--- config.mk ---
export PLATFORM = sky130hd
export DESIGN_NAME = usb_rx_data_ctrl_flat
export DESIGN_NICKNAME = d
export VERILOG_FILES = /design/src/rtl/usb_rx_pkg.sv /design/src/rtl/usb_rx_data_ctrl_if.sv /design/src/rtl/usb_byte_delay2.sv /design/src/rtl/usb_rx_data_ctrl.sv /design/src/flat_wrapper.sv
export SDC_FILE = /design/constraint.sdc
export NUM_CORES = 1
export LEC_CHECK = 0
export ABC_CLOCK_PERIOD_IN_PS = 2500
export BUFFER_PORTS_ARGS = -buffer_cell sky130_fd_sc_hd__buf_2
export CORE_AREA = 4 4 87 89
export DETAILED_ROUTE_END_ITERATION = 10
export DIE_AREA = 0 0 91 93
export PLACE_DENSITY = 0.75
export SETUP_SLACK_MARGIN = 0.4
export SLEW_MARGIN = 30
export SYNTH_ARGS = -nofsm -noshare
export SYNTH_HDL_FRONTEND = slang
export SYNTH_SLANG_ARGS = --single-unit
--- constraint.sdc ---
create_clock -name clk -period 2.5 [get_ports clk]
set_input_delay 0.25 -clock clk [delete_from_list [all_inputs] [get_ports clk]]
set_output_delay 0.25 -clock clk [all_outputs]
set_load 0.02 [all_outputs]
--- src/rtl/usb_rx_pkg.sv ---
`default_nettype none
// ============================================================================
// Module      : usb_rx_pkg
// Description : Shared types and constants for the USB receive data path.
//               Holds the data-stage state encoding, the default payload
//               limit, the CRC16 seed and a payload-length helper.
// Revision    : 1.0  initial release
// ============================================================================
package usb_rx_pkg;

  // Largest legal data payload (full-speed isochronous).
  localparam int c_max_payload_def = 1023;

  // Seed loaded into the CRC16 checker LFSR at the start of each packet.
  localparam logic [15:0] c_crc16_init = 16'hFFFF;

  // Data-stage sequencing states.
  typedef enum logic [2:0] {
    ST_IDLE   = 3'd0,
    ST_FILL0  = 3'd1,
    ST_FILL1  = 3'd2,
    ST_STREAM = 3'd3,
    ST_CHECK  = 3'd4,
    ST_REPORT = 3'd5
  } rx_data_state_t;

  // Payload length from the total byte count: the last two bytes are CRC.
  function automatic int payload_len(input int count);
    return (count < 2) ? 0 : count - 2;
  endfunction

endpackage
`default_nettype wire

--- src/rtl/usb_rx_data_ctrl_if.sv ---
`default_nettype none
// ============================================================================
// Module      : usb_rx_data_ctrl_if
// Description : Bundle of the receive data controller's data-path signals.
//               slave  : the data controller itself
//               master : the SIE side (PID decoder, deserializer, CRC16
//                        checker, endpoint buffer, SIE state machine)
//   start/byte_in/byte_valid/eop/rx_error : packet body from the receiver
//   crc_valid                             : checker residual-match flag
//   crc_init/crc_en/crc_data              : checker control and data
//   out_data/out_valid                    : payload to the endpoint buffer
//   pkt_done/pkt_ok/pkt_len/pkt_err       : packet status to the SIE
// Revision    : 1.0  initial release
// ============================================================================
interface usb_rx_data_ctrl_if #(
  parameter int LEN_W = 11
);
  logic             start;
  logic [7:0]       byte_in;
  logic             byte_valid;
  logic             eop;
  logic             rx_error;
  logic             crc_valid;
  logic             crc_init;
  logic             crc_en;
  logic [7:0]       crc_data;
  logic [7:0]       out_data;
  logic             out_valid;
  logic             pkt_done;
  logic             pkt_ok;
  logic [LEN_W-1:0] pkt_len;
  logic             pkt_err;

  modport slave (
    input  start, byte_in, byte_valid, eop, rx_error, crc_valid,
    output crc_init, crc_en, crc_data, out_data, out_valid,
           pkt_done, pkt_ok, pkt_len, pkt_err
  );

  modport master (
    output start, byte_in, byte_valid, eop, rx_error, crc_valid,
    input  crc_init, crc_en, crc_data, out_data, out_valid,
           pkt_done, pkt_ok, pkt_len, pkt_err
  );
endinterface
`default_nettype wire

--- src/rtl/usb_byte_delay2.sv ---
`default_nettype none
// ============================================================================
// Module      : usb_byte_delay2
// Description : Two-entry byte shift buffer. Keeps the most recent two bytes
//               so the trailing CRC bytes are still held when the packet ends.
//   clk, rst  : clock, asynchronous active-high reset
//   clr       : empty the buffer (start of a new packet)
//   load_en   : write din into the next free slot (fill phase)
//   shift_en  : drop the head, append din at the tail (stream phase)
//   din       : incoming byte
//   head      : oldest held byte (next byte to leave)
//   held      : number of bytes currently held (0..2)
// Revision    : 1.0  initial release
// ============================================================================
module usb_byte_delay2 (
  input  logic       clk,
  input  logic       rst,
  input  logic       clr,
  input  logic       load_en,
  input  logic       shift_en,
  input  logic [7:0] din,
  output logic [7:0] head,
  output logic [1:0] held
);

  logic [7:0] r_hold0;
  logic [7:0] r_hold1;
  logic [1:0] r_held;

  always_ff @(posedge clk or posedge rst) begin
    if (rst) begin
      r_hold0 <= 8'h00;
      r_hold1 <= 8'h00;
      r_held  <= 2'd0;
    end else if (clr) begin
      r_hold0 <= 8'h00;
      r_hold1 <= 8'h00;
      r_held  <= 2'd0;
    end else if (load_en) begin
      if (r_held == 2'd0) begin
        r_hold0 <= din;
        r_held  <= 2'd1;
      end else begin
        r_hold1 <= din;
        r_held  <= 2'd2;
      end
    end else if (shift_en) begin
      r_hold0 <= r_hold1;
      r_hold1 <= din;
      r_held  <= 2'd2;
    end
  end

  assign head = r_hold0;
  assign held = r_held;

endmodule
`default_nettype wire

--- src/rtl/usb_rx_data_ctrl.sv ---
`default_nettype none
// ============================================================================
// Module      : usb_rx_data_ctrl
// Description : USB receive DATA0/DATA1 packet sequencer. Feeds every body
//               byte to the external CRC16 checker, holds back the last two
//               bytes so only payload reaches the endpoint buffer, and
//               reports status and payload length at end of packet.
//   clk, rst : clock, asynchronous active-high reset
//   bus      : usb_rx_data_ctrl_if.slave (receiver inputs, checker control,
//              endpoint payload stream, packet status)
// Revision    : 1.0  initial release
// ============================================================================
module usb_rx_data_ctrl
  import usb_rx_pkg::*;
#(
  parameter int MAX_PAYLOAD = c_max_payload_def,
  // 2**LEN_W must exceed MAX_PAYLOAD+2 so the saturated count fits.
  parameter int LEN_W       = 11
) (
  input  logic                clk,
  input  logic                rst,
  usb_rx_data_ctrl_if.slave   bus
);

  // Highest count at which a byte may still release payload, and the
  // saturation value that marks an over-length packet.
  localparam logic [LEN_W-1:0] c_fwd_limit = LEN_W'(MAX_PAYLOAD + 2);
  localparam logic [LEN_W-1:0] c_cnt_sat   = LEN_W'(MAX_PAYLOAD + 3);
  localparam logic [LEN_W-1:0] c_one       = LEN_W'(1);
  localparam logic [LEN_W-1:0] c_two       = LEN_W'(2);

  rx_data_state_t   r_state;
  logic [LEN_W-1:0] r_count;
  logic             r_len_viol;
  logic [7:0]       r_out_data;
  logic             r_out_valid;
  logic             r_pkt_done;
  logic             r_pkt_ok;
  logic [LEN_W-1:0] r_pkt_len;
  logic             r_pkt_err;

  logic       w_in_body;
  logic       w_start;
  logic       w_abort;
  logic       w_take;
  logic       w_can_fwd;
  logic       w_pkt_good;
  logic [7:0] w_head;
  logic [1:0] w_held;

  assign w_in_body  = (r_state == ST_FILL0) || (r_state == ST_FILL1) ||
                      (r_state == ST_STREAM);
  assign w_start    = (r_state == ST_IDLE) && bus.start;
  assign w_abort    = (r_state != ST_IDLE) && bus.rx_error;
  assign w_take     = bus.byte_valid && w_in_body;
  // A byte releases the head only while the packet is still within the
  // legal length; past that the payload is truncated.
  assign w_can_fwd  = (w_held == 2'd2) && (r_count < c_fwd_limit);
  // In CHECK the checker has absorbed the final byte, so crc_valid is
  // sampled directly into the status registers; pkt_ok then holds it.
  assign w_pkt_good = bus.crc_valid && (r_count >= c_two) && !r_len_viol;

  usb_byte_delay2 u_delay (
    .clk      (clk),
    .rst      (rst),
    .clr      (w_start),
    .load_en  (w_take && ((r_state == ST_FILL0) || (r_state == ST_FILL1))),
    .shift_en (w_take && (r_state == ST_STREAM)),
    .din      (bus.byte_in),
    .head     (w_head),
    .held     (w_held)
  );

  always_ff @(posedge clk or posedge rst) begin
    if (rst) begin
      r_state     <= ST_IDLE;
      r_count     <= '0;
      r_len_viol  <= 1'b0;
      r_out_data  <= 8'h00;
      r_out_valid <= 1'b0;
      r_pkt_done  <= 1'b0;
      r_pkt_ok    <= 1'b0;
      r_pkt_len   <= '0;
      r_pkt_err   <= 1'b0;
    end else begin
      r_out_valid <= 1'b0;
      r_pkt_done  <= 1'b0;
      r_pkt_err   <= 1'b0;
      if (w_abort) begin
        // Forwarded bytes stay forwarded; the endpoint drops them on pkt_err.
        r_state   <= ST_IDLE;
        r_pkt_err <= 1'b1;
        r_pkt_ok  <= 1'b0;
      end else begin
        case (r_state)
          ST_IDLE: begin
            if (bus.start) begin
              r_pkt_ok   <= 1'b0;
              r_pkt_len  <= '0;
              r_count    <= '0;
              r_len_viol <= 1'b0;
              r_state    <= ST_FILL0;
            end
          end
          ST_FILL0: begin
            if (bus.byte_valid) begin
              r_count <= c_one;
              r_state <= ST_FILL1;
            end
            if (bus.eop) r_state <= ST_CHECK;
          end
          ST_FILL1: begin
            if (bus.byte_valid) begin
              r_count <= c_two;
              r_state <= ST_STREAM;
            end
            if (bus.eop) r_state <= ST_CHECK;
          end
          ST_STREAM: begin
            if (bus.byte_valid) begin
              if (w_can_fwd) begin
                r_out_data  <= w_head;
                r_out_valid <= 1'b1;
                r_count     <= r_count + c_one;
              end else begin
                r_count    <= c_cnt_sat;
                r_len_viol <= 1'b1;
              end
            end
            if (bus.eop) r_state <= ST_CHECK;
          end
          ST_CHECK: begin
            r_pkt_done <= 1'b1;
            r_pkt_ok   <= w_pkt_good;
            r_pkt_err  <= !w_pkt_good;
            r_pkt_len  <= LEN_W'(payload_len(int'(r_count)));
            r_state    <= ST_REPORT;
          end
          ST_REPORT: begin
            r_state <= ST_IDLE;
          end
          default: begin
            r_state <= ST_IDLE;
          end
        endcase
      end
    end
  end

  assign bus.crc_init  = w_start;
  assign bus.crc_en    = w_take;
  assign bus.crc_data  = bus.byte_in;
  assign bus.out_data  = r_out_data;
  assign bus.out_valid = r_out_valid;
  assign bus.pkt_done  = r_pkt_done;
  assign bus.pkt_ok    = r_pkt_ok;
  assign bus.pkt_len   = r_pkt_len;
  assign bus.pkt_err   = r_pkt_err;

endmodule
`default_nettype wire

--- src/flat_wrapper.sv ---
// flat-port wrapper written by rule: the top's interface ports become plain ports
module usb_rx_data_ctrl_flat import usb_rx_pkg::*;
#(
  parameter int MAX_PAYLOAD = c_max_payload_def,
                                                                    
  parameter int LEN_W       = 11
)
  (clk, rst, bus_start, bus_byte_in, bus_byte_valid, bus_eop, bus_rx_error, bus_crc_valid, bus_crc_init, bus_crc_en, bus_crc_data, bus_out_data, bus_out_valid, bus_pkt_done, bus_pkt_ok, bus_pkt_len, bus_pkt_err);
  usb_rx_data_ctrl_if #(.LEN_W(LEN_W)) bus_i ();
  input  logic clk;
  input  logic rst;
  input wire logic [$bits(bus_i.start)-1:0] bus_start;
  input wire logic [$bits(bus_i.byte_in)-1:0] bus_byte_in;
  input wire logic [$bits(bus_i.byte_valid)-1:0] bus_byte_valid;
  input wire logic [$bits(bus_i.eop)-1:0] bus_eop;
  input wire logic [$bits(bus_i.rx_error)-1:0] bus_rx_error;
  input wire logic [$bits(bus_i.crc_valid)-1:0] bus_crc_valid;
  output wire logic [$bits(bus_i.crc_init)-1:0] bus_crc_init;
  output wire logic [$bits(bus_i.crc_en)-1:0] bus_crc_en;
  output wire logic [$bits(bus_i.crc_data)-1:0] bus_crc_data;
  output wire logic [$bits(bus_i.out_data)-1:0] bus_out_data;
  output wire logic [$bits(bus_i.out_valid)-1:0] bus_out_valid;
  output wire logic [$bits(bus_i.pkt_done)-1:0] bus_pkt_done;
  output wire logic [$bits(bus_i.pkt_ok)-1:0] bus_pkt_ok;
  output wire logic [$bits(bus_i.pkt_len)-1:0] bus_pkt_len;
  output wire logic [$bits(bus_i.pkt_err)-1:0] bus_pkt_err;
  assign bus_i.start = bus_start;
  assign bus_i.byte_in = bus_byte_in;
  assign bus_i.byte_valid = bus_byte_valid;
  assign bus_i.eop = bus_eop;
  assign bus_i.rx_error = bus_rx_error;
  assign bus_i.crc_valid = bus_crc_valid;
  assign bus_crc_init = bus_i.crc_init;
  assign bus_crc_en = bus_i.crc_en;
  assign bus_crc_data = bus_i.crc_data;
  assign bus_out_data = bus_i.out_data;
  assign bus_out_valid = bus_i.out_valid;
  assign bus_pkt_done = bus_i.pkt_done;
  assign bus_pkt_ok = bus_i.pkt_ok;
  assign bus_pkt_len = bus_i.pkt_len;
  assign bus_pkt_err = bus_i.pkt_err;
  usb_rx_data_ctrl #(.MAX_PAYLOAD(MAX_PAYLOAD), .LEN_W(LEN_W)) u_core (.clk(clk), .rst(rst), .bus(bus_i));
endmodule
Yosys cells after proc, flatten, opt, wreduce, memory -nomap -nowiden. Index checks and enable logic that the tools add are counted.

$add $sub $neg: 2. Reduce and logical (&&, ||, !) cells: 28. Multiplexer cells: 42. Bitwise logic cells: 1. Eq/ne operators: 16. Magnitude comparators: 3.

Operators by type and width (count): $mux W11 (6); $mux W8 (8); $pmux W11 S4 (1); $pmux W11 S2 (1); $mux W3 (7); $pmux W3 S5 (1); $mux W1 (12); $add A11 B1 Y11 const B (1); $ge A11 B2 Y1 const B (1); $lt A11 B11 Y1 const B (1); $lt A11 B2 Y1 const B (1); $sub A11 B2 Y11 const B (1); $ne A2 B2 Y1 const B (5); $ne A3 B2 Y1 const B (3); $reduce_bool A3 Y1 (3); $logic_and A1 B1 Y1 (8); $mux W2 (4); $ne A4 B3 Y1 const B (2); $reduce_and A4 Y1 (2); $eq A3 B2 Y1 const B (2); $reduce_and A2 Y1 (3); $reduce_and A6 Y1 (1); $reduce_and A5 Y1 (1); $pmux W1 S2 (2); 12 further kinds (15).

Input bits: 15. Logic and storage cells: 104. Register bits after elaboration: 56.

Logic depth before layout (Yosys ltp).
Depth after elaboration: 8. Mapped depth: 8. Mapped depth without buffers: 6.

Modules after synthesis. A second synthesis with hierarchy kept.

Cell total of the unflattened synthesis: 268. Area total of the unflattened synthesis: 2879.0 µm².

By module, submodules not included: usb_rx_data_ctrl (cells each 204, area an instance 2042.0 µm², times used 1); usb_byte_delay2 (cells each 64, area an instance 837.1 µm², times used 1).

Least setup slack after synthesis. OpenSTA, ideal clock, no wires.

Path type: register to register. From: register u_core.r_count[2]. To: register u_core.r_out_data[0] (netlist: u_core.bus.out_data[0]). Buffers on the path: 2. Cell stages (with the launch flop): 9. Path slack: 0.542 ns. Arrival: 1.833 ns. Path through: dfrtp_1 > inv_1 > ha_1 > nor4b_2 > a41o_1 > buf_6 > and2_4 > buf_12 > mux2_4.

Word-level cells in the longest chain between the ends: 3.

Ends and longest elaborated chain: from (decl) (line usb_rx_data_ctrl.sv:33) `logic [LEN_W-1:0] r_count;`; from (signal assigned) (line usb_rx_data_ctrl.sv:107) `r_count <= c_one;`; from (signal assigned) (line usb_rx_data_ctrl.sv:114) `r_count <= c_two;`; from (signal assigned) (line usb_rx_data_ctrl.sv:124) `r_count <= r_count + c_one;`; $lt A11 B11 Y1 (line usb_rx_data_ctrl.sv:58) `assign w_can_fwd = (w_held == 2'd2) && (r_count < c_fwd_limit);`; $logic_and A1 B1 Y1 (line usb_rx_data_ctrl.sv:58); $reduce_and A4 Y1 (no source line); to (signal assigned) (line usb_rx_data_ctrl.sv:122) `r_out_data <= w_head;`; to (decl) (line usb_rx_data_ctrl.sv:35) `logic [7:0] r_out_data;`.

No other way between the ends. A chain may end at the register's enable or synchronous reset.

Worst setup path after layout.
From: register u_core.r_count[2]. To: register u_core.r_pkt_len[6] (netlist: u_core.bus.pkt_len[6]).

Word-level cells in the longest chain between the ends: 3. Elaborated cells between the ends (all ways): 4. Classes of those cells: add/sub (1); order compare (1); mux (2).

Ends and longest elaborated chain: $sub A11 B2 Y11 or $lt A11 B2 Y1 (tied branches) (line usb_rx_pkg.sv:29) `return (count < 2) ? 0 : count - 2;`; $mux W11 * (line usb_rx_pkg.sv:29); $pmux W11 S2 * (line usb_rx_data_ctrl.sv:95) `case (r_state)`; to (signal assigned) (line usb_rx_data_ctrl.sv:136) `r_pkt_len <= LEN_W'(payload_len(int'(r_count)));`; to (decl) (line usb_rx_data_ctrl.sv:39) `logic [LEN_W-1:0] r_pkt_len;`.

Mark *: on every way between the ends. The rest lies on a longest branch, timed or not.

==> results.md <==
* Footprint of the multi-input gates at 0.001483 sq mm
* Drt via density at 5.462
* Leakage at 1.701 nW
* RD Place Congestion at 0.8581
* Initial antenna violation count at 0
* IO Port Bufs at 47
* Placed wire-length estimate at 4670 um
* Critical path class: flip-flop to flip-flop
* CP top delay family: simple AND/OR/NAND/NOR gates
* RR Startpoint: u_core.r_count[2]
* Gr ovfl total at 0
* Crit share post-route at 0.8026
* H-Tree Depth at 2
* Die outline width at 91 um
* Final Cell Area at 0.003541 sq mm
* TritonCTS clock tree: yes
* Maximum Capacitance Violations at 0
* Core Rows at 30
* Clock root cell: clkbuf_8
* CTS Buffer Depth at 2
* Global-route wire length before repair at 11,020 um
* Drt total wl at 6565 um
* Worst setup path start: u_core.r_count[2]
* Sequential share of the synthesized area at 0.4520
* Outcome: complete, no violations
* Die Height at 93 um
* Buf/Inv on CP at 2
* CP cell instances: inv_1 > ha_2 > or4b_4 > o31ai_4 > buf_4 > o21ai_0
* WL met3 at 236 um
* Worst path max stage delay at 0.53 ns
* Synth cell types at 64
* Fin Hold WS at 0.1488 ns
* # IOs at 48
* Pwr dens at 732.8 mW/mm^2
* Commonest non-fill, non-tap cell in the layout: dfrtp_1
* Initial Util at 0.4589
* DRT antenna net count at 0
* Peak Freq at 0.4984 GHz
* Async SR Flop Fraction at 1.000
* HP Class: primary input to flip-flop
* Die ar. at 0.008463 sq mm
* Hold path startpoint: bus_eop
* Register area at 0.001403 sq mm
* Min Tclk post-route at 2.007 ns
* Commonest non-fill, non-tap cells in the layout: dfrtp_1, buf_2, nand2_1
* Syn_nets at 322
* Final layout net count at 370
* RSZ-0062 raised after global routing: no
* Fin Setup TNS at 0 ns
* Filler cells at 625
* Clk_skew at 0.01085 ns
* Gr usage total at 0.1591
* Sink Count at 56
* Final hold violations at 0
* Critical Path RT at 2.70 ns
* DRC Markers at 0
* Vias in the first global route at 2,220
* Max VDD drop at 0.0003799 V
* Drt first pass iters at 4
* Layout cells sized above 1 at 0.3162
* Clock transition at path regs at 0.11 ns
* Post-synthesis register bit count at 56
* Cell count after synthesis at 302
* Metal-1 WL at 3020 um
* Synth Flop Type: dfrtp_1
* Synthesized area per cell at 10.27 sq um
* Critical path launch point type: flip-flop
* Drt wl/cell at 15.23 um
* Ys Warns at 0
* Worst Setup End Kind: flip-flop
* Worst endpoint data arrival time at 2.21 ns
* Largest net degree at the start of global routing at 57
* EDFF count, synth at 0
* Final setup viols at 0
* 1st-iter DRT viols at 144
* Pins Over Slew Limit at 0
* Actual slew at the worst max-slew pin at 0.6021 ns
* Antenna Cells at 0
* Crit path max fanout at 7
* TritonCTS Buffers at 5
* Area grow syn2layout at 14.21%
* Mapped cell area at 0.003100 sq mm
* Top layer in use: met4
* Crit-path slowest cell: or4b_4
* Met2 Routed Length at 3165 um
* Core area at 0.006756 sq mm
* Clock insertion delay at the later pin of the skew report at 0.31 ns
* Placed cell area at 0.003354 sq mm
* Via count at 2,354
* Slew HR at 0.5955
==> cell type report <==
class | instances | share of cell area
Sequential cell | 56 | 0.3961
Multi-Input combinational cell | 207 | 0.4187
Clock inverter | 3 | 0.007420
Timing Repair Buffer | 70 | 0.1194
Clock buffer | 5 | 0.01943
Tap cell | 80 | 0.02827
Inverter | 10 | 0.01060
==> cells by family after synthesis <==
kind of cell    after synthesis  share of synthesized area
flops                        56                     0.4520
mux                          17                    0.06416
simple gates                 91                     0.1602
fa+ha+maj                     7                    0.02663
compound gates               83                     0.1929
xor+xnor                      9                    0.02543
buf+inv                      39                    0.07869
==> synth_stat cells, types with 2 or more instances <==
cell type / count / share of area
nor2_1: 14 / 0.017
dfrtp_1: 56 / 0.45
o21ai_0: 35 / 0.056
clkbuf_1: 6 / 0.0073
mux2i_1: 9 / 0.029
maj3_1: 2 / 0.0065
nand2_1: 36 / 0.044
mux2_2: 3 / 0.011
a311o_1: 4 / 0.013
a32o_1: 3 / 0.0097
buf_4: 9 / 0.022
nor2b_1: 6 / 0.012
o31ai_1: 3 / 0.0073
a211oi_1: 2 / 0.0048
nor4_1: 2 / 0.0040
nand2b_1: 2 / 0.0040
a22o_1: 4 / 0.011
o31ai_2: 8 / 0.032
a21o_1: 2 / 0.0048
and2_1: 2 / 0.0040
or4_1: 3 / 0.0073
a21oi_1: 9 / 0.015
ha_1: 5 / 0.020
buf_2: 8 / 0.013
xnor2_1: 6 / 0.017
inv_1: 9 / 0.011
mux2_4: 5 / 0.024
xor2_1: 3 / 0.0085
nand3_1: 4 / 0.0065
buf_6: 5 / 0.018
nand4_1: 3 / 0.0061
nor3_1: 2 / 0.0032
==> routing by layer <==
layer,vias to the layer above,global-route usage
li1,1166,-
met1,1124,0.2149
met2,55,0.2569
met3,9,0.02655
met4,0,0.06156
met5,-,0
==> report_power, final <==
part	leakage, nW	switching, mW	internal (mW)
registers	0.764	0.120	1.05
logic	0.888	0.531	0.373
clock network	0.0487	0.314	0.205
==> flip-flops by register name (all words and copies together), names as in the netlist <==
| signal | count |
|---|---|
| u_core.u_delay.r_hold1 | 8 |
| u_core.bus.pkt_ok | 1 |
| u_core.bus.out_valid | 1 |
| u_core.bus.pkt_len | 11 |
| u_core.bus.pkt_err | 1 |
| u_core.bus.pkt_done | 1 |
| u_core.r_count | 11 |
| u_core.r_len_viol | 1 |
| u_core.u_delay.head | 8 |
| u_core.r_state | 3 |
| u_core.bus.out_data | 8 |
| u_core.u_delay.held | 2 |
==> per-stage QoR <==
step	total power, mW	setup WS (ns)	util	cells
after floorplan	1.868	0.5423	-	302
after detailed placement	2.064	0.2167	0.4965	415
after global placement	2.042	0.3315	0.4965	415
after global routing	2.777	0.3983	0.5241	431
after CTS	2.585	0.4195	0.5143	424
final	2.595	0.4934	0.5241	431
==> timing repair <==
action,4_1_cts,5_1_grt
pin swaps,0,3
hold endpoints to repair,45,0
hold buffers,1,0
buffers inserted,0,7
endpoints found under the setup margin,11,15
resized for setup,3,2
==> final timing paths <==
path                                           to  slack (ns)  cells past startpoint
max reg2reg                 u_core.bus.pkt_len[6]        0.49                      6
min                             u_core.r_state[1]        0.15                      2
min reg2reg                 u_core.bus.pkt_len[9]        0.49                      2
min in group asynchronous  u_core.bus.out_data[0]        0.53                      4
max                         u_core.bus.pkt_len[6]        0.49                      6
max in group asynchronous       u_core.r_state[0]        1.70                      4
(Power assumes the default switching activity.)
